[src/rtl/somador_serial.sv]
// somador_serial: bit-serial adder, one full-adder slice plus carry flip-flop, LSB first.
// Latency: result and done appear WIDTH cycles after start is sampled; one add per WIDTH+2 cycles.
// Backpressure: none; start is ignored while busy or done, never queued.
module somador_serial #(
  parameter int WIDTH     = 8,
  parameter bit INVERT_IN = 1'b1
) (
  input  logic             clk,
  input  logic             rst_n,
  input  logic             start,
  input  logic [WIDTH-1:0] a,
  input  logic [WIDTH-1:0] b,
  input  logic             cin,
  output logic             busy,
  output logic             done,
  output logic [WIDTH-1:0] s,
  output logic             cout,
  output logic             overflow
);

  localparam int               CW       = $clog2(WIDTH);
  localparam logic [CW-1:0]    LAST_BIT = CW'(WIDTH - 1);
  // Push buttons read 1 when released, so the whole operand set may be flipped at capture
  localparam logic [WIDTH-1:0] INV_MASK = {WIDTH{INVERT_IN}};

  typedef enum logic [1:0] {
    ST_IDLE = 2'd0,
    ST_RUN  = 2'd1,
    ST_DONE = 2'd2
  } state_t;

  state_t           r_state;
  logic [WIDTH-1:0] r_a;
  logic [WIDTH-1:0] r_b;
  logic [WIDTH-1:0] r_res;
  logic             r_c;
  logic [CW-1:0]    r_cnt;
  logic             r_busy;
  logic             r_done;
  logic [WIDTH-1:0] r_s;
  logic             r_cout;
  logic             r_ovf;

  logic             w_sum;
  logic             w_carry;
  logic [WIDTH-1:0] w_res_next;

  // Single full-adder slice working on the current LSBs
  assign w_sum      = r_a[0] ^ r_b[0] ^ r_c;
  assign w_carry    = (r_a[0] & r_b[0]) | (r_a[0] & r_c) | (r_b[0] & r_c);
  assign w_res_next = {w_sum, r_res[WIDTH-1:1]};

  // Control FSM, datapath shift registers and registered outputs
  always_ff @(posedge clk or negedge rst_n) begin
    if (!rst_n) begin
      r_state <= ST_IDLE;
      r_a     <= '0;
      r_b     <= '0;
      r_res   <= '0;
      r_c     <= 1'b0;
      r_cnt   <= '0;
      r_busy  <= 1'b0;
      r_done  <= 1'b0;
      r_s     <= '0;
      r_cout  <= 1'b0;
      r_ovf   <= 1'b0;
    end else begin
      case (r_state)
        ST_IDLE: begin
          r_done <= 1'b0;
          if (start) begin
            r_a     <= a ^ INV_MASK;
            r_b     <= b ^ INV_MASK;
            r_c     <= cin ^ INVERT_IN;
            r_cnt   <= '0;
            r_busy  <= 1'b1;
            r_state <= ST_RUN;
          end
        end
        ST_RUN: begin
          r_a   <= r_a >> 1;
          r_b   <= r_b >> 1;
          r_c   <= w_carry;
          r_res <= w_res_next;
          r_cnt <= r_cnt + CW'(1);
          if (r_cnt == LAST_BIT) begin
            // During the final bit r_c is the carry into the MSB; XOR with the
            // carry out of the MSB gives signed overflow
            r_s     <= w_res_next;
            r_cout  <= w_carry;
            r_ovf   <= r_c ^ w_carry;
            r_busy  <= 1'b0;
            r_done  <= 1'b1;
            r_state <= ST_DONE;
          end
        end
        ST_DONE: begin
          r_done  <= 1'b0;
          r_state <= ST_IDLE;
        end
        default: begin
          r_busy  <= 1'b0;
          r_done  <= 1'b0;
          r_state <= ST_IDLE;
        end
      endcase
    end
  end

  assign busy     = r_busy;
  assign done     = r_done;
  assign s        = r_s;
  assign cout     = r_cout;
  assign overflow = r_ovf;

endmodule

[config.mk]
export PLATFORM = sky130hd
export DESIGN_NAME = somador_serial
export DESIGN_NICKNAME = d
export VERILOG_FILES = /design/src/rtl/somador_serial.sv
export SDC_FILE = /design/constraint.sdc
export NUM_CORES = 1
export LEC_CHECK = 0
export CORE_MARGIN = 1.5
export CORE_UTILIZATION = 47
export CTS_CLUSTER_SIZE = 25
export DETAILED_ROUTE_END_ITERATION = 6
export PLACE_DENSITY_LB_ADDON = 0.08
export SLEW_MARGIN = 20
export SYNTH_ARGS = -nofsm -noshare
export SYNTH_HDL_FRONTEND = slang
export SYNTH_SLANG_ARGS = --single-unit
[constraint.sdc]
create_clock -name clk -period 5.05 [get_ports clk]
set_clock_uncertainty 0.15 [all_clocks]
set_input_delay 0.505 -clock clk [delete_from_list [all_inputs] [get_ports clk]]
set_output_delay 0.505 -clock clk [all_outputs]
set_load 0.05 [all_outputs]
==> results.md <==
- Via count: 1297
- Die Wd: 66.8 um
- Slew HR: 0.390
- Critical path class: flip-flop to output pin
- Post_cts resized: 0
- Yosys Warn Count: 0
- Gp weighted congestion: 0.743
- Pre-antenna DRT Iters: 5
- Synth area leaders: dfrtp_1 54%, nand2_1 6.9%, a221o_1 6.8%
- CTS Hold Bufs: 0
- Row Count: 23
- Avg Inst Size Synth: ~12 um2
- First-pass GRT wire length: approximately 5.7 mm
- Area grow syn2layout: 19.1%
- DR iter-0 viols: 146
- Final Hold Viols: 0
- Die H: around 67 um
- Met2 GRT Util: 0.281
- Clk root buf: clkbuf_8
- Post-Route WL: around 3.4 mm
- Synth Net Count: 180
- Synth Area in Adders: 0.0236
- Total power: ~1.4 mW
- Slowest cell on crit path: clkdlybuf4s50_1
- Post-synthesis compound-gate area fraction: 0.194
- Total gr overflow: 0
- Setup crit end kind: output pin
- Grt peak-use layer: met2
- Max Cap Violations: 0
- CTS buffer count: 5
- Sequence of cells on the critical path: clkdlybuf4s50_1
- Mapped cell area: around 1900 um2
- Placed cell count: 228
- I/O pins: 32
- Met3 Resource Use GR: 0.0608
- Diode count: 0
- TNS Setup: 0 ps
- Cell Count, Final, Fillers Out: about 240
- Crit path DAT: about 1500 ps
- Combinational family with the most area after synthesis: compound AO/OA/AOI/OAI gates
- Clk sinks: a little over 40
- Dpl ws: approximately 2700 ps
- Initial Util: 0.485
- Largest stage delay, worst path: between 800 and 900 ps
- Yosys reg bits: 41
- Nets@finish: 208
- Hold WC Path Type: input port to async pin
- Synth Area in Simple Gates: 0.122
- Number of global-route vias before repair: approximately 1200
- Final worst path period share: 0.422
- Max Root-Sink Buffers: 2
- Share of layout cells above drive strength 1: 0.156
- Residual DRC count: 0
- Worst skew pair latency: ~290 ps
- Post-Synthesis Cells: 157
- Slew @ Worst Pin: approximately 910 ps
- Seq/Total Area, Yosys: 0.537
- Worst Slack Setup Final: 2920 ps
- Setup crit start kind: flip-flop
- Final Slew Violations: 0
- XOR/XNOR Fraction of Synth Area: 0.00458
- Post-layout minimum cycle time: 2130 ps
- Core ar.: roughly 4000 um2
- Leak pwr: 1.05 nW
- RSZ-0062 raised after global routing: false
- Met1 global-route usage: 0.211
- Crit path buffers/inverters: 1
- CP Max Fanout: 3
- WL/cell: between 10 and 15 um
- Total Routing Usage GR: 0.172
- Most common cell after layout, fill and taps aside: dfrtp_1
- Post-synthesis mux area share: 0.0668
- DPL Wire Length: 2.19 mm
- Most frequent cells in the layout: 41 x dfrtp_1, 35 x nand2_1, 30 x clkdlybuf4s50_1
- # H-tree levels: 2
- Outcome: complete, no violations
- Highest Clock Rate: around 470 MHz
- Post-CTS setup buffer count: 0
- Cell Pwr Density: about 620 nW/um2
- Clock tree from TritonCTS: built
- Die ar.: ~4500 um2
- Top cell family by delay on the critical path: buffers and inverters
- Worst-path clk slew: 80 ps
- Yosys top cell by area: dfrtp_1
- Share of the synthesized area in the top cell type: 0.537
- Via density: 5.50
- Synth unique cells: 28
- Initial antenna violation count: 0
- Largest net degree at the start of global routing: between 40 and 50
- ANT nets after route: 0
- PortBufs: 31
- Critical Path RT: 4390 ps
- Peak VDD IR: 0.000240 V
- Endpoints failing setup: 0
final cells by class:
class | instances | area [um2]
Multi-Input combinational cell | 103 | 786
Sequential cell | 41 | 1030
Inverter | 2 | 7.51
Fill cell | 304 | 1670
Clock inverter | 2 | 10.0
Clock buffer | 6 | 72.6
Tap cell | 50 | 62.6
Timing Repair Buffer | 32 | 313
metal layers:
layer	part of all wire	up-vias
met5	0	-
met4	0.015	0
met3	0.054	7
met2	0.48	41
met1	0.45	631
li1	-	618
metrics by stage:
stage	util	hold WS (ps)	cell area, um2
after floorplan	-	59.4	1910
after global placement	0.557	303	2190
after detailed placement	0.557	320	2190
after CTS	0.578	211	2280
after global routing	0.578	236	2280
final	0.578	173	2280
where the power goes:
part | internal [mW] | switching (mW)
logic | 0.276 | 0.360
registers | 0.473 | 0.107
clock network | 0.0958 | 0.111
state kept, by name, indices dropped and copies added (netlist names):
register	cells
cout	1
r_res	7
r_a	8
busy	1
r_state	2
r_cnt	3
done	1
r_b	8
r_c	1
s	8
overflow	1
cell usage after synthesis:
cell type,count
o31ai_1,6
nand2_1,35
buf_8,1
mux2_1,2
nand3_1,2
nand2b_1,3
nor2b_2,1
xnor2_1,1
nor2_1,5
mux2_4,7
or2_1,1
a21o_1,1
a22o_1,2
fa_1,1
dfrtp_1,41
inv_1,2
o21ai_1,5
ha_1,2
nor2_2,1
nand3b_4,1
a21oi_1,2
a221o_1,13
buf_2,5
nand2b_4,1
buf_6,4
o221a_1,2
o31ai_2,9
buf_4,1
cells by family (layout without fill, tap and decap cells):
logic type	count (synthesis)	after routing
AOI/OAI and AO/OA	40	40
buffers and inverters	13	42
DFF	41	41
adders and majority gates	3	3
xor gates and xnor gates	1	1
and+or+nand+nor	50	50
muxes	9	9
worst paths after layout:
check,slack (ps),end,depth (start not counted),from
min in group clk,330,r_res[1]$_DFFE_PN0P_,2,r_res[1]$_DFFE_PN0P_
max,2920,busy,1,busy$_DFFE_PN0P_
min,170,overflow$_DFFE_PN0P_,1,rst_n
min reg2reg,330,r_res[1]$_DFFE_PN0P_,2,r_res[1]$_DFFE_PN0P_
max reg2reg,3140,r_a[3]$_DFFE_PN0P_,2,r_state[0]$_DFFE_PN0P_
max in group asynchronous,4010,r_a[1]$_DFFE_PN0P_,1,rst_n
No activity file was read; power rests on OpenSTA's default activity.
